[config.mk]
export PLATFORM = sky130hd
export DESIGN_NAME = des_input_assembler
export DESIGN_NICKNAME = d
export VERILOG_FILES = /design/src/rtl/des_input_assembler.sv
export SDC_FILE = /design/constraint.sdc
export NUM_CORES = 1
export LEC_CHECK = 0
export CORE_MARGIN = 2
export CORE_UTILIZATION = 48
export DETAILED_ROUTE_END_ITERATION = 10
export PLACE_DENSITY = 0.76
export SKIP_CTS_REPAIR_TIMING = 1
export SKIP_LAST_GASP = 1
export SYNTH_ARGS = -nofsm -noshare
export SYNTH_HDL_FRONTEND = slang
export SYNTH_SLANG_ARGS = --single-unit
[constraint.sdc]
create_clock -name clk -period 1.7 [get_ports clk]
set_clock_uncertainty 0.1 [all_clocks]
set_input_delay 0.425 -clock clk [delete_from_list [all_inputs] [get_ports clk]]
set_output_delay 0.425 -clock clk [all_outputs]
set_load 0.005 [all_outputs]
[src/rtl/des_input_assembler.sv]
// Byte-to-block assembler feeding the DES controller's data input.
// Bytes from the I2C slave are packed MSB-first into a fill register. A
// complete block moves into a hold register that drives data_in, so the next
// block can fill while the controller still owns the current one.
module des_input_assembler #(
  parameter int NUM_BYTES = 8,
  parameter int CNT_W     = 4
) (
  input  logic                   clk,
  input  logic                   rst,
  input  logic [7:0]             rx_byte,
  input  logic                   rx_valid,
  input  logic                   rx_abort,
  output logic                   rx_ready,
  input  logic                   next_data,
  input  logic                   clear_data,
  output logic [8*NUM_BYTES-1:0] data_in,
  output logic                   data_ready,
  output logic [CNT_W-1:0]       byte_count,
  output logic                   overflow
);

  localparam int W = 8 * NUM_BYTES;

  logic [W-1:0] fill;
  logic         fill_full;
  logic         accept;
  logic         transfer;
  logic         consume;
  logic         drop;

  // Decode of this cycle's events from the current state and inputs.
  assign fill_full = (byte_count == CNT_W'(NUM_BYTES));
  assign rx_ready  = !fill_full;
  assign accept    = rx_valid && rx_ready && !rx_abort;
  assign transfer  = fill_full && (!data_ready || next_data);
  assign consume   = next_data && data_ready && !transfer;
  assign drop      = rx_valid && !rx_ready && !rx_abort;

  // Fill register, byte counter, hold register and sticky overflow flag.
  // NOTE: sequential state uses non-blocking assignments so every register
  // samples pre-edge values, independent of statement order in this block.
  always_ff @(posedge clk) begin
    if (rst) begin
      fill       <= '0;
      byte_count <= '0;
      data_in    <= '0;
      data_ready <= 1'b0;
      overflow   <= 1'b0;
    end else if (clear_data) begin
      // Flush: the same-cycle byte, abort and next_data are all ignored.
      byte_count <= '0;
      data_in    <= '0;
      data_ready <= 1'b0;
      overflow   <= 1'b0;
    end else begin
      if (drop) begin
        overflow <= 1'b1;
      end

      // Abort only discards a partial block; a complete one is kept.
      if (rx_abort && !fill_full) begin
        byte_count <= '0;
      end

      if (transfer) begin
        data_in    <= fill;
        data_ready <= 1'b1;
        byte_count <= '0;
      end else if (consume) begin
        data_ready <= 1'b0;
      end

      // accept implies !fill_full, so it never collides with transfer.
      if (accept) begin
        fill       <= {fill[W-9:0], rx_byte};
        byte_count <= byte_count + CNT_W'(1);
      end
    end
  end

endmodule

======== Word-level counts from Yosys, hierarchy flattened ========
Cells that the tools add are included.
word-level totals
  output and inout port bits .............. 71
  register bits after elaboration ......... 134
  bits of input ports ..................... 14
cells by class
  bitwise operators ....................... 1
  reductions and logical operators ........ 17
  multiplexer cells ....................... 5
  eq/ne operators ......................... 1
  add/subtract/negate cells ............... 1
operators by type and width
  kind                   number
  $mux W4                3
  $logic_and A1 B1 Y1    8
  $add A4 B1 Y4 const B  1
  $eq A4 B4 Y1 const B   1
  $logic_not A1 Y1       4
  $reduce_bool A3 Y1     1
  $mux W1                2
  $reduce_and A2 Y1      1
  $reduce_bool A2 Y1     1
  $reduce_or A2 Y1       1
  $logic_or A1 B1 Y1     1
  $not A1 Y1             1

======== Logic depth before layout (Yosys ltp) ========
Gate-level depths: netlist of run 1.
  word-level depth ........................ 7
  depth in mapped cells ................... 8
  mapped depth without buffers ............ 6

======== Worst setup path after synthesis of run 1 ========
No wires, ideal clock.
  kind .................................... register to register
  from .................................... reg byte_count[0]
  to ...................................... reg fill[10]
  library setup time ...................... 0.072 ns
  setup slack ............................. -0.060 ns
  stages on the path, launching flop included .. 9
  arrival time ............................ 1.589 ns
  cells stage by stage .................... dfxtp_1 inv_1 ha_1 and3b_1 buf_6 nor3_4 buf_8 buf_12 mux2i_1
on the way
  word-level cells in the longest chain between the ends .. 5
RTL lines
  element                             line  text
  start, declared                     19    output logic [CNT_W-1:0] byte_count,
  start signal, assigned              77    byte_count <= byte_count + CNT_W'(1);
  $eq A4 B4 Y1                        33    assign fill_full = (byte_count == CNT_W'(NUM_BYTES));
  $logic_not A1 Y1                    34    assign rx_ready = !fill_full;
  $logic_and A1 B1 Y1 (2 in series)   35    assign accept = rx_valid && rx_ready && !rx_abort;
  $reduce_and A2 Y1 (no source line)  n/a
  end signal, assigned                76    fill <= {fill[W-9:0], rx_byte};
  end, declared                       25    logic [W-1:0] fill;
Every way passes these cells.
A chain may end at the register's enable or synchronous reset.

======== Worst setup path in the final report of run 1 ========
  from .................................... reg byte_count[0]
  to ...................................... reg fill[41]
The elaborated chain is that of the path after synthesis.

==> run metrics, run 1 <==
status finished, violations left; failing checks negative setup slack; row cnt 38; Final period util 1.20; initial antenna violation count 0; cell chosen for the clock root sky130_fd_sc_hd__clkbuf_8; number of global-route vias before repair 4,205; sequential share of the synthesized area 0.508; fraction of synthesized cell area taken by the top area cell type 0.508; total core area ~11,000 um2; Area Growth Syn to Fin 43.9%; aggregate global routing overflow 0; library cell contributing the largest single delay on the critical path sky130_fd_sc_hd__dfxtp_4; max-cap violations 0; effective utilization at floorplan 0.490; primary flip-flop cell chosen by synthesis mapping sky130_fd_sc_hd__dfxtp_1; largest area contributor in the synthesized netlist sky130_fd_sc_hd__dfxtp_1; Routed Antenna Nets 0; Die Ht 109 um; Clock Sinks 134; share of async-settable or async-resettable flops after synthesis 0; synthesized instance count 548; detailed router's first-iteration violation count roughly 350; crit-path leading delay family buffers and inverters; clock latency at the later pin of the worst-skew pair about 0.52 ns; leading cell types by total area after synthesis sky130_fd_sc_hd__dfxtp_1 51%, sky130_fd_sc_hd__mux2i_1 12%, sky130_fd_sc_hd__nand2b_1 8.8%; Syn Nets 564; clock tree from TritonCTS done; share of post-route cells with drive strength above 1 0.188; Worst Path Class, Setup reg2reg; min setup slack post-route -0.348 ns; number of H-tree branching levels 4; Placement Setup Slack -0.283 ns; Final nets about 670; total of fill cells in the finished design 747; clock transition at the registers of the reported paths roughly 0.060 ns; die width 109 um; number of placed I/O pins 85; via/cell ratio 5.70; CP Data Required Time 2.04 ns; max frequency roughly 500 MHz; hold violation count in the final report 0; HP Class in2reg; register-to-register path setup slack -0.35 ns; last weighted congestion value of the routability-driven placer 0.797; number of buffers added by the clock tree synthesis step 17; most instantiated library cell after synthesis sky130_fd_sc_hd__dfxtp_1; capturing element type of the critical path flop; DRC 0; area occupied by registers roughly 2700 um2; number of buffers and inverters on the critical path 6; clock period minus final worst setup slack 2.05 ns; data arrival time of the critical path 2.38 ns; number of library cell types mapped by synthesis 29; worst supply voltage drop on vdd 0.000661 V; count of warnings emitted by yosys 0; finished layout cell area 7610 um2; Max transition margin 0.623; placement-stage cell area 6320 um2; number of optimization iterations in the first detailed-route pass 5; antenna diode count 0; final number of max-transition violations 0; power per unit of standard cell area roughly 900 nW/um2; critical path, cell by cell inv_4 > ha_4 > and3b_2 > buf_4 > buf_6 > nor3_4 > buf_6 > clkbuf_16 > clkbuf_16 > mux2i_1; # port buffers 84; type of origin of the critical path flop; Synth Area per Inst 9.64 um2; synthesized area 5280 um2; detailed-route via count 4,567; setup repair after global routing missed its margin yes; worst slew pin tran roughly 0.57 ns; EDFF count, synth 0; die area 11,900 um2; CP max stage delay 0.36 ns; highest net fanout along the worst path 7; LEAKAGE roughly 0.0037 uW; count of endpoints failing setup in the final report 130; combined global-route utilization of all metal layers 0.216; average wire length per cell after detail routing 19.5 um; top post-synthesis cells by count 134 x sky130_fd_sc_hd__dfxtp_1, 74 x sky130_fd_sc_hd__nand2b_1, 68 x sky130_fd_sc_hd__nand3_1; synthesized flop and latch total 134; clock buffer depth 2; wire length of the first global-routing pass 20,100 um; maximum number of pins on one net before global-route repair 75; HPWL after detailed placement 7800 um; area of the multi-input gates 2420 um2; Routed WL roughly 16,000 um
## tightest hold or removal path, cell delays in order
cell	delay [ns]
sky130_fd_sc_hd__buf_2	0.08
sky130_fd_sc_hd__or2_2	0.11
sky130_fd_sc_hd__buf_4	0.14
sky130_fd_sc_hd__a211oi_2	0.04
## per-layer routing
metal / wire length, um / track usage / part of all wire
met3: 1010 / 0.0574 / 0.065
met4: 417 / 0.0742 / 0.027
met2: 7870 / 0.356 / 0.50
met1: 6320 / 0.274 / 0.40
met5: 0 / 0 / 0
## cell families (layout without fill, tap and decap cells)
group | count (synthesis) | after routing | share of synthesized area
flops | 134 | 134 | 0.508
compound gates | 134 | 134 | 0.129
fa+ha+maj | 2 | 2 | 0.00474
simple gates | 158 | 158 | 0.171
mux | 65 | 65 | 0.123
buf+inv | 55 | 168 | 0.0649
## state kept, by name, indices dropped and copies added (netlist names)
| name | cells |
|---|---|
| overflow | 1 |
| fill | 64 |
| byte_count | 4 |
| data_ready | 1 |
| data_in | 64 |
## stage by stage
step,hold slack (ns),TNS (ns),total power [uW],util,std cells
floorplan,0.344,0,3370,-,548
global placement,0.354,-22.96,3430,0.586,751
detailed placement,0.357,-25.86,3440,0.586,751
CTS,0.205,-23.32,6770,0.637,782
global route,0.239,-25.25,6990,0.705,801
finish,0.233,-19.66,6830,0.705,801
## worst paths after layout
kind / startpoint / endpoint / cells past startpoint
max reg2reg: byte_count[0]$_SDFFE_PP0P_ / fill[41]$_SDFFE_PP0P_ / 10
max: byte_count[0]$_SDFFE_PP0P_ / fill[41]$_SDFFE_PP0P_ / 10
min: rst / byte_count[2]$_SDFFE_PP0P_ / 4
min reg2reg: fill[60]$_SDFFE_PP0P_ / data_in[60]$_SDFFE_PP0P_ / 2
## area by class of cell
class | count | share of cell area
inverter | 3 | 0.00181
tap | 140 | 0.0230
timing repair buffer | 134 | 0.231
sequential | 134 | 0.354
multi-input combinational | 359 | 0.318
clock buffer | 21 | 0.0577
clock inverter | 10 | 0.0140
## placed cells by master, fill, tap and decap left out, drive strengths merged, types with 3 or more instances in the layout
cell / count
nand2: 3
dlymetal6s2s: 69
clkbuf: 32
nand3: 68
clkinv: 8
nand2b: 74
a21oi: 66
o21ai: 64
buf: 41
dfxtp: 134
clkdlybuf4s50: 13
nor2: 3
mux2i: 65
## power breakdown
group | internal [uW] | leakage [uW] | switching (uW) | total, uW
registers | 3150 | 0.00108 | 5.66 | 3150
clock network | 2100 | 0.000271 | 1310 | 3410
logic | 143 | 0.00238 | 119 | 262
Note: power is estimated with default switching activity, not from simulation.
==> run 2, diff against run 1 <==
--- a/config.mk
+++ b/config.mk
@@ -5,7 +5,6 @@
 export SDC_FILE = /design/constraint.sdc
 export NUM_CORES = 1
 export LEC_CHECK = 0
-export CORE_MARGIN = 2
 export CORE_UTILIZATION = 48
 export DETAILED_ROUTE_END_ITERATION = 10
 export PLACE_DENSITY = 0.76
==> constraint.sdc (replaced) <==
create_clock -name clk -period 1.8 [get_ports clk]
set_clock_uncertainty 0.1 [all_clocks]
set_input_delay 0.45 -clock clk [delete_from_list [all_inputs] [get_ports clk]]
set_output_delay 0.45 -clock clk [all_outputs]
set_load 0.005 [all_outputs]
==> run 2 against run 1 <==
  * Flip-flop and latch count unchanged
  * Critical endpoint is now rx_ready
  * Routed wire length decreased by 14%
  * Sequential power decreased by 5%
  * Sequential share of layout area increased by 0.80 points
  * Via count decreased by 4.4%
  * The run still ends with negative setup slack left
  * Die area decreased by 3.6%
  * Largest cell class unchanged
  * Cell area decreased by 2.2%
==> run metrics, run 2 (same netlist as run 1, synthesis figures left out) <==
status finished, violations left; failing checks negative setup slack; placement-stage cell area 6370 um2; type of origin of the critical path flop; hold violation count in the final report 0; die area approximately 11,000 um2; capturing element type of the critical path output port; maximum number of pins on one net before global-route repair 75; setup repair after global routing missed its margin yes; count of endpoints failing setup in the final report 66; die width 107 um; most frequent cells in the layout 124 x sky130_fd_sc_hd__dfxtp_1, 73 x sky130_fd_sc_hd__nand2b_1, 70 x sky130_fd_sc_hd__dlymetal6s2s_1; number of placed I/O pins 85; HPWL after detailed placement about 8100 um; initial antenna violation count 0; Total Power Consumption 6960 uW; total core area ~11,000 um2; max-cap violations 0; LEAKAGE ~0.0037 uW; number of global-route vias before repair a little over 4,000; final number of max-transition violations 0; max frequency 498 MHz; Routed WL 13,400 um; DRC 0; cell chosen for the clock root sky130_fd_sc_hd__clkbuf_8; Die Ht 107 um; clock buffer depth 2; last weighted congestion value of the routability-driven placer between 0.7 and 0.8; detailed router's first-iteration violation count 236; finished layout cell area 7440 um2; via/cell ratio 5.53; number of buffers added by the clock tree synthesis step 17; detailed-route via count 4,365; worst supply voltage drop on vdd about 0.00052 V; Final period util 1.12; HP Class in2reg; number of H-tree branching levels 4; clock latency at the later pin of the worst-skew pair ~0.52 ns; Final nets roughly 660; largest registers ranked by flip-flop count data_in x64, fill x64, byte_count x4; aggregate global routing overflow 0; Finished Core Util 0.708; Routed Antenna Nets 0; Max transition margin 0.627; Clock Sinks 134; Total Neg Setup Slack -9.31 ns; number of optimization iterations in the first detailed-route pass 4; effective utilization at floorplan 0.503; data arrival time of the critical path ~1.5 ns; row cnt 37; antenna diode count 0; # port buffers 84; clock tree from TritonCTS done; CP Data Required Time 1.25 ns; min setup slack post-route -0.207 ns; average wire length per cell after detail routing 16.9 um; share of post-route cells with drive strength above 1 0.142; clock period minus final worst setup slack 2.01 ns; wire length of the first global-routing pass between 20,000 and 25,000 um; Worst Path Class, Setup reg2out; clock transition at the registers of the reported paths 0.06 ns; power per unit of standard cell area 936 nW/um2; Area Growth Syn to Fin 40.8%; leading cell type in the layout, fill and taps excluded sky130_fd_sc_hd__dfxtp_1; Fin Hold WS 0.235 ns; worst slew pin tran 0.560 ns; combined global-route utilization of all metal layers 0.225; highest net fanout along the worst path 2
run 2: changes by cell type in the layout (fill, tap and decap cells not counted), sizes merged:
cell	delta
inv	+5
bufinv	+3
buf	-4
clkinv	-4
clkbuf	-9
dlymetal6s2s	+1
run 2: critical path, stage by stage, from the launching register on:
cell,delay [ns]
sky130_fd_sc_hd__dfxtp_2,0.34
sky130_fd_sc_hd__inv_2,0.06
sky130_fd_sc_hd__ha_4,0.15
sky130_fd_sc_hd__and3b_2,0.21
sky130_fd_sc_hd__inv_2,0.06
sky130_fd_sc_hd__dlymetal6s2s_1,0.12
run 2: per-layer routing:
| metal | GRT usage | share of wire | wire length, um |
|---|---|---|---|
| met1 | 0.286 | 0.43 | 5810 |
| met2 | 0.377 | 0.50 | 6740 |
| met3 | 0.0565 | 0.046 | 617 |
| met4 | 0.0656 | 0.014 | 187 |
| met5 | 0 | 0 | 0 |
run 2: power breakdown:
| part | leakage, uW | internal [uW] | switching, uW | total, uW |
|---|---|---|---|---|
| Sequential | 0.00108 | 2970 | 4.95 | 2980 |
| Clock | 0.000310 | 2400 | 1330 | 3730 |
| Combinational | 0.00233 | 142 | 111 | 253 |
| Total | 0.00373 | 5520 | 1440 | 6960 |
run 2: stage by stage:
step           worst slack [ns]  cells
6_report                 -0.207    789
3_5_place_dp             -0.168    750
3_3_place_gp             -0.137    750
4_1_cts                  -0.650    781
5_1_grt                  -0.269    789
2_1_floorplan            0.0294    548
run 2: worst paths after layout:
path | from | to | slack, ns | depth (start not counted)
setup / recovery | byte_count[0]$_SDFFE_PP0P_ | rx_ready | -0.21 | 5
hold / removal | rst | byte_count[0]$_SDFFE_PP0P_ | 0.23 | 4
setup reg to reg | byte_count[0]$_SDFFE_PP0P_ | fill[55]$_SDFFE_PP0P_ | -0.19 | 8
hold reg to reg | fill[44]$_SDFFE_PP0P_ | data_in[44]$_SDFFE_PP0P_ | 0.36 | 2
run 2: area by class of cell:
type / instances / area [um2]
repair buffers: 126 / 1640
flip-flops and latches: 134 / 2700
clock buffers: 17 / 414
fillers: 742 / 3070
well taps: 136 / 170
multi-input cells: 359 / 2280
inverters: 3 / 11.3
clock inverters: 14 / 224
==> run 3, diff against run 2 <==
--- a/config.mk
+++ b/config.mk
@@ -5,9 +5,10 @@
 export SDC_FILE = /design/constraint.sdc
 export NUM_CORES = 1
 export LEC_CHECK = 0
+export ABC_AREA = 1
 export CORE_UTILIZATION = 48
 export DETAILED_ROUTE_END_ITERATION = 10
-export PLACE_DENSITY = 0.76
+export PLACE_DENSITY = 0.75
 export SKIP_CTS_REPAIR_TIMING = 1
 export SKIP_LAST_GASP = 1
 export SYNTH_ARGS = -nofsm -noshare
==> run 3 against run 2 <==
  * The run still ends with negative setup slack left
  * Cell area down 0.76%
  * Sequential share of layout area rose by 0.31 points
  * Die area increased by 4.3%
  * Critical endpoint unchanged
  * Highest routed layer unchanged
==> run metrics, run 3 <==
EDFF count, synth 0; clock transition at the registers of the reported paths 0.06 ns; portion of total power attributed to combinational logic 0.069; number of global-route vias before repair 4,544; worst slew pin tran 0.248 ns; setup repair after global routing missed its margin yes; Routed Antenna Nets 0; type of origin of the critical path flop; total stage count of the critical path 4; count of warnings emitted by yosys 0; Worst Path Class, Setup reg2out; cell chosen for the clock root sky130_fd_sc_hd__clkbuf_16; last weighted congestion value of the routability-driven placer 0.838; die width 109 um; largest area contributor in the synthesized netlist sky130_fd_sc_hd__dfxtp_1; number of buffers and inverters on the critical path 2; top post-synthesis cells by count 195 x sky130_fd_sc_hd__nor2_1, 142 x sky130_fd_sc_hd__inv_1, 138 x sky130_fd_sc_hd__nand2_1; via/cell ratio 4.70; Final period util 1.02; synthesized flop and latch total 134; row cnt 38; portion of total power attributed to the clock network 0.492; switching share of power 0.231; largest registers ranked by flip-flop count data_in x64, fill x64, byte_count x4; worst supply voltage drop on vdd 0.000563 V; HPWL after detailed placement 7980 um; Critical path destination rx_ready; primary flip-flop cell chosen by synthesis mapping sky130_fd_sc_hd__dfxtp_1; min setup slack post-route -0.0285 ns; wire length of the first global-routing pass 20,600 um; fraction of synthesized cell area taken by the top area cell type 0.486; synthesized instance count 808; leading cell types by total area after synthesis sky130_fd_sc_hd__dfxtp_1 49%, sky130_fd_sc_hd__nor2_1 13%, sky130_fd_sc_hd__inv_1 9.7%; Total Neg Setup Slack -0.0285 ns; terminus of the critical flop-to-flop path data_in[29]$_SDFFE_PP0P_; placement-stage cell area 6590 um2; # port buffers 84; most instantiated library cell after synthesis sky130_fd_sc_hd__nor2_1; total core area 11,000 um2; DRC 0; number of library cell types mapped by synthesis 21; aggregate global routing overflow 0; clock latency at the later pin of the worst-skew pair 0.41 ns; finished layout cell area 7380 um2; Routed WL around 12,000 um; power per unit of standard cell area 952 nW/um2; Area Growth Syn to Fin 33.8%; number of placed I/O pins 85; startpoint of the worst register-to-register path byte_count[0]$_SDFFE_PP0P_; detailed router's first-iteration violation count 311; Max transition margin 0.835; critical path, cell by cell inv_1 > ha_1 > nand3_1 > dlymetal6s2s_1; combined global-route utilization of all metal layers 0.221; status finished, violations left; CP Data Required Time 1.25 ns; hold violation count in the final report 0; LEAKAGE 0.00447 uW; worst reg-to-reg path cell count 8; maximum number of pins on one net before global-route repair 49; Final nets 908; final number of max-transition violations 0; Fin Hold WS 0.371 ns; share of async-settable or async-resettable flops after synthesis 0; data arrival time of the critical path 1.28 ns; total of fill cells in the finished design 909; highest net fanout along the worst path 3; Synth Area per Inst 6.83 um2; cell internal pwr 5400 uW; net load switching power 1630 uW; number of buffers added by the clock tree synthesis step 17; share of post-route cells with drive strength above 1 0.0852; Sequential Power Share 0.438; Die Ht ~110 um; sequential share of the synthesized area 0.486; die area 11,900 um2; max-cap violations 0; crit-path leading delay family flip-flops; synthesized area 5520 um2; antenna diode count 0; capturing element type of the critical path output port; CP max stage delay 0.32 ns; leading cell type in the layout, fill and taps excluded sky130_fd_sc_hd__nor2_1; Clock Sinks 134; detailed-route via count 4,906; HP Class reg2reg; number of H-tree branching levels 4; max frequency 547 MHz; register-to-register path setup slack 0.13 ns; number of optimization iterations in the first detailed-route pass 4; failing checks negative setup slack; clock period minus final worst setup slack 1.83 ns; clock buffer depth 2; start point of the critical path byte_count[0]$_SDFFE_PP0P_; library cell contributing the largest single delay on the critical path sky130_fd_sc_hd__dfxtp_1; most frequent cells in the layout 194 x sky130_fd_sc_hd__nor2_1, 141 x sky130_fd_sc_hd__inv_1, 138 x sky130_fd_sc_hd__nand2_1; count of endpoints failing setup in the final report 1; effective utilization at floorplan 0.500; clock tree from TritonCTS done; average wire length per cell after detail routing 11.8 um; Syn Nets 824; initial antenna violation count 0
## run 3: cell count changes after synthesis, moves of 29 or more
cell | before | now
sky130_fd_sc_hd__inv_1 | 2 | 142
sky130_fd_sc_hd__nor2_1 | 3 | 195
sky130_fd_sc_hd__a21oi_1 | 66 | 5
sky130_fd_sc_hd__o21ai_0 | 64 | 35
sky130_fd_sc_hd__mux2i_1 | 65 | 0
sky130_fd_sc_hd__nand2_1 | 3 | 138
sky130_fd_sc_hd__o21ai_1 | 0 | 30
sky130_fd_sc_hd__nand2b_1 | 74 | 0
## run 3: worst reg2reg max path: cells and delay by family, from the launching register on
kind	cells	cell delay [ns]
adder cells (fa/ha/maj)	1	0.18
AO/OA/AOI/OAI	1	0.22
flip-flops	1	0.31
AND/OR/NAND/NOR	4	0.44
buffers and inverters	2	0.31
## run 3: worst min path at each step
stage,from,endpoint,slack [ns],cells past startpoint
after floorplan,overflow$_SDFFE_PP0P_,overflow$_SDFFE_PP0P_,0.36,2
after global placement,overflow$_SDFFE_PP0P_,overflow$_SDFFE_PP0P_,0.36,2
after detailed placement,overflow$_SDFFE_PP0P_,overflow$_SDFFE_PP0P_,0.37,2
after CTS,overflow$_SDFFE_PP0P_,overflow$_SDFFE_PP0P_,0.38,2
after global routing,data_in[16]$_SDFFE_PP0P_,data_in[16]$_SDFFE_PP0P_,0.39,2
final,data_in[16]$_SDFFE_PP0P_,data_in[16]$_SDFFE_PP0P_,0.37,2
## run 3: layout make-up
class / count / area (um2) / share of cell area
Clock buffer: 19 / 433 / 0.0586
Clock inverter: 12 / 155 / 0.0210
Inverter: 147 / 553 / 0.0749
Multi-Input combinational cell: 481 / 2030 / 0.276
Sequential cell: 134 / 2700 / 0.365
Tap cell: 140 / 175 / 0.0237
Timing Repair Buffer: 111 / 1330 / 0.181
## run 3: power by group through the flow
stage	Clock [uW]	Sequential (uW)	Combinational, uW
2_1_floorplan	0	3130	342
4_1_cts	3500	3080	487
3_5_place_dp	0	3140	477
5_1_grt	3630	3090	564
6_report	3460	3080	488
3_3_place_gp	0	3140	473
## run 3: per-layer routing
metal,track usage,share of wire
met1,0.288,0.48
met3,0.0514,0.052
met5,0,0
met4,0.0952,0.012
met2,0.348,0.46
## run 3: kinds of logic (layout without fill, tap and decap cells)
| kind of cell | after synthesis | in the layout | share of synthesized area |
|---|---|---|---|
| buffers and inverters | 193 | 289 | 0.146 |
| adders and majority gates | 2 | 2 | 0.00454 |
| DFF | 134 | 134 | 0.486 |
| xor gates and xnor gates | 1 | 1 | 0.00159 |
| and+or+nand+nor | 407 | 407 | 0.297 |
| AOI/OAI and AO/OA | 71 | 71 | 0.0647 |
## run 3: metrics by stage
step	instances	worst slack [ns]	power [uW]	utilization
after floorplan	808	0.203	3470	-
after global placement	1012	-0.108	3620	0.598
after detailed placement	1012	-0.130	3620	0.598
after CTS	1043	-0.418	7070	0.651
after global routing	1044	-0.111	7280	0.669
final	1044	-0.0285	7020	0.669
==> RTL edit 1, RTL diff (settings of run 2) <==
The parameter `CNT_W` goes from 4 to 6.
--- a/src/rtl/des_input_assembler.sv
+++ b/src/rtl/des_input_assembler.sv
@@ -6,3 +6,3 @@
   parameter int NUM_BYTES = 8,
-  parameter int CNT_W     = 4
+  parameter int CNT_W     = 6
 ) (
Ports: changed (resized byte_count); port bits go from 85 to 87. No check against the original RTL was run, so the function may have changed too.
==> RTL edit 1 against run 2 <==
- the flow still finishes with violations (setup timing)
- routed wire length rose by 15%
- count of clock-buffer cells in the layout up 4
- sequential cell count grew 2
- total power is 2.9% higher
- clock power grew 3%
- critical path type unchanged
- utilization rose by 12 points
- synthesized area shrank 6.3%
- worst setup slack got worse by 51 ps
- design area up 9.6%
==> RTL edit 1: results (changes against run 2) <==
- Outcome: finished, violations left
- Failing checks: setup timing
- Via-per-instance ratio: 5.34 (-3.5%)
- DP Area: 6060 sq um (-4.9%)
- Layout Nets: 682 (+3.8%)
- # setup viols final: 135 (+100%)
- CP arrival: 1510 ps (+50 ps)
- Setup WS post-layout: -258 ps (-51.1 ps)
- Largest regs: data_in (64), fill (64), byte_count (6)
- Routed wire length per instance: 18.9 um (+11%)
- # fillers: 530 (-29%)
- Dpl cells: 744 (-0.80%)
- Pleak: 4.44 nW (+19%)
- Starting DRT DRC Count: 195 (-17%)
- CP max FO: 3 (+1)
- XOR/XNOR Fraction of Synth Area: 0.177% (+0.18 points)
- Post-synthesis compound-gate area fraction: 8.79% (-4.1 points)
- R2R setup slack: -240 ps (-50 ps)
- Worst r2r path cells: 9 (+1)
- Port buffer count: 86 (+2.4%)
- Worst Max-Slew Pin Slew: 1080 ps (+524 ps)
- Largest net degree at the start of global routing: 65 (-13%)
- Vias in the first global route: 3,906 (-4.9%)
- Hold path cells: 2 (-2)
- Yosys cell types: 32 (+10%)
==> RTL edit 1: cell types whose count changed in the layout (fill, tap and decap cells not counted), sizes merged, moves of 3 or more <==
cell,delta
nand2,+125
nand2b,-71
nand3,-66
nor2,+65
o21ai,-63
buf,+13
clkbuf,+13
and3,+3
==> RTL edit 1: kinds of logic (layout without fill, tap and decap cells) <==
group,after synthesis,after routing
compound gates,77,77
mux,65,65
xor+xnor,1,1
buf+inv,39,185
fa+ha+maj,2,2
simple gates,213,213
flops,136,136
==> RTL edit 1: report_power, final <==
part           switching (W)  leakage [nW]  total, W  internal, W
clock network        0.00133         0.315   0.00383      0.00250
logic               0.000178          3.01  0.000307     0.000129
registers         0.00000890          1.11   0.00302      0.00301
==> RTL edit 1: per-stage QoR <==
| step | TNS (ps) | util (%) | hold slack (ps) | power (W) |
|---|---|---|---|---|
| 6_report | -13660 | 82.3 | 362 | 0.00716 |
| 3_3_place_gp | -39810 | 61.2 | 347 | 0.00325 |
| 3_5_place_dp | -40140 | 61.2 | 350 | 0.00325 |
| 5_1_grt | -22000 | 82.3 | 375 | 0.00734 |
| 2_1_floorplan | 0 | - | 336 | 0.00318 |
| 4_1_cts | -15010 | 67.7 | 356 | 0.00700 |
==> RTL edit 1: critical path, stage by stage (launching register included) <==
cell and delay, ps:
dfxtp_2 320, inv_2 70, ha_4 140, nand4bb_4 130, nor2_4 150, inv_2 70, clkbuf_2 110
==> RTL edit 1: worst min path at each step <==
stage	from	to
after detailed placement	fill[62]	fill[62]
after floorplan	fill[56]	fill[56]
after CTS	fill[62]	fill[62]
after global routing	fill[62]	fill[62]
after global placement	fill[61]	fill[61]
final	fill[62]	fill[62]
==> RTL edit 1: area by class of cell <==
type	count	share of cell area (%)
clock buffers	21	5.63
clock inverters	11	2.36
inverters	4	0.184
multi-input cells	358	32.1
flip-flops and latches	136	33.9
well taps	133	2.04
repair buffers	149	23.8
==> RTL edit 1: per-layer routing <==
layer  vias up  wire length (um)  GRT usage (%)
li1       2029                 -              -
met1      2147              6490           26.5
met2       125              7800           35.9
met3        34               658           4.47
met4         0               367           8.49
met5         -                 0              0
==> RTL edit 2, RTL diff (config.mk and constraints of run 2) <==
Without the edit above. Put one more register stage on the output `byte_count`. The value now appears one clock later. The other outputs are not delayed to match.
--- a/src/rtl/des_input_assembler.sv
+++ b/src/rtl/des_input_assembler.sv
@@ -24,2 +24,4 @@
 
+  logic [CNT_W-1:0] byte_count_s0;
+
   logic [W-1:0] fill;
@@ -32,3 +34,3 @@
   // Decode of this cycle's events from the current state and inputs.
-  assign fill_full = (byte_count == CNT_W'(NUM_BYTES));
+  assign fill_full = (byte_count_s0 == CNT_W'(NUM_BYTES));
   assign rx_ready  = !fill_full;
@@ -45,3 +47,3 @@
       fill       <= '0;
-      byte_count <= '0;
+      byte_count_s0 <= '0;
       data_in    <= '0;
@@ -51,3 +53,3 @@
       // Flush: the same-cycle byte, abort and next_data are all ignored.
-      byte_count <= '0;
+      byte_count_s0 <= '0;
       data_in    <= '0;
@@ -62,3 +64,3 @@
       if (rx_abort && !fill_full) begin
-        byte_count <= '0;
+        byte_count_s0 <= '0;
       end
@@ -68,3 +70,3 @@
         data_ready <= 1'b1;
-        byte_count <= '0;
+        byte_count_s0 <= '0;
       end else if (consume) begin
@@ -76,3 +78,3 @@
         fill       <= {fill[W-9:0], rx_byte};
-        byte_count <= byte_count + CNT_W'(1);
+        byte_count_s0 <= byte_count_s0 + CNT_W'(1);
       end
@@ -81,2 +83,6 @@
 
+  always_ff @(posedge clk) begin
+    byte_count <= byte_count_s0;
+  end
+
 endmodule
Check against the original RTL: not equivalent (Yosys sat finds a counterexample within 4 cycles, from zero or initial values and one cycle with rst high).
==> RTL edit 2 against run 2 <==
- the run still ends with setup timing left
- sequential power grew 3%
- design area decreased by 0.93%
- synthesized area grew 1.5%
- first-iteration DRC count grew 17%
- worst setup slack improved by 51 ps
- non-clock buffer count shrank 3
- sequential cell count is 4 higher
- routed wire length is 5.3% lower
- maximum frequency rose by 2.6%
- hold slack better by 76 ps
- combinational power down 8.3%
- count of clock-buffer cells in the layout increased by 6
- total power shrank 1.9%
- clock power decreased by 5%
- highest routed layer unchanged
==> RTL edit 2: results (changes against run 2) <==
- DP Area: 6380 sq um (+0.16%)
- GR Util All Layers: 21.9% (-0.58 points)
- Register area share after synthesis: 51.5% (+0.73 points)
- Dominant cells by area after synthesis: dfxtp_1, mux2i_1, nand2b_1
- Hold path cells: 0 (-4)
- Starting DRT DRC Count: 276 (+17%)
- RePlAce Congestion: 0.786 (+0.18%)
- Routed wire length per instance: 16.0 um (-5.8%)
- Vias in the first global route: 4,059 (-1.2%)
- Worst Max-Slew Pin Slew: 560 ps (-0.222 ps)
- Sequential cell area: 2770 sq um (+2.9%)
- Hold endpoint: byte_count[3]
- Worst hold start: byte_count_s0[3]
- Largest regs: data_in (64), fill (64)
- Layout Nets: 658 (+0.15%)
- Pleak: 3.72 nW (-0.22%)
- # setup viols final: 65 (-1.5%)
- Dpl cells: 754 (+0.53%)
- CP arrival: 1410 ps (-50 ps)
- Share of post-route cells with drive strength above 1: 13.9% (-0.31 points)
- Outcome: finished, violations left
- Worst r2r path cells: 9 (+1)
- Tightest Hold Check Type: reg2reg
- Via-per-instance ratio: 5.38 (-2.8%)
- Post-Syn Nets: 568 (+0.71%)
- Failing checks: setup timing
- # fillers: 819 (+10%)
- Setup WS post-layout: -156 ps (+51.4 ps)
- Worst Hold Slack: 311 ps (+76.3 ps)
- Finished Layout Cells: 793 (+0.51%)
- R2R setup slack: -150 ps (+40 ps)
- Worst r2r src: byte_count_s0[1]
- Commonest cells post-synth: dfxtp_1, nand2b_1, nand3_1
- TNS Setup: -6650 ps (+2660 ps)
- First-pass GRT wire length: 19,700 um (-1.9%)
- First-pass DRT Iterations: 5 (+1)
- DP Wirelength: 7980 um (-1.0%)
## RTL edit 2: cell count changes after synthesis, sizes merged
cell	delta
dfxtp	+4
## RTL edit 2: layer usage
metal	vias up	GRT usage, %	wire (um)
met3	9	5.15	599
met5	-	0	0
met1	2026	28.2	5570
met4	0	8.02	96
met2	124	35.7	6390
li1	2105	-	-
## RTL edit 2: worst max-delay path, stage by stage, from the launching register on
cell      delay (ps)
dfxtp_2          330
inv_2             40
ha_2             160
and3b_2          200
inv_2             60
clkbuf_2         100
## RTL edit 2: kinds of logic after synthesis
logic type | synth area share (%)
buf+inv | 6.39
simple gates | 16.8
fa+ha+maj | 0.466
mux | 12.1
compound gates | 12.7
flops | 51.5
## RTL edit 2: worst max-delay path by stage
stage / slack, ps / to / from
6_report: -160 / rx_ready / byte_count_s0[1]
3_3_place_gp: -150 / byte_count_s0[3] / clear_data
2_1_floorplan: 60 / rx_ready / byte_count_s0[0]
3_5_place_dp: -190 / fill[62] / rx_abort
5_1_grt: -210 / rx_ready / byte_count_s0[1]
4_1_cts: -630 / rx_ready / byte_count_s0[0]
## RTL edit 2: cell type report
type                            instances  share of cell area (%)
Sequential cell                       138                    37.6
Clock inverter                          7                    1.53
Tap cell                              140                    2.38
Multi-Input combinational cell        359                    31.0
Clock buffer                           23                    6.74
Timing Repair Buffer                  123                    20.5
Inverter                                3                   0.153
## RTL edit 2: power by group through the flow
stage	clock, W	combinational [W]	sequential (W)
2_1_floorplan	0	0.000144	0.00313
3_3_place_gp	0	0.000201	0.00314
3_5_place_dp	0	0.000205	0.00314
4_1_cts	0.00356	0.000206	0.00307
5_1_grt	0.00372	0.000245	0.00307
6_report	0.00353	0.000232	0.00307
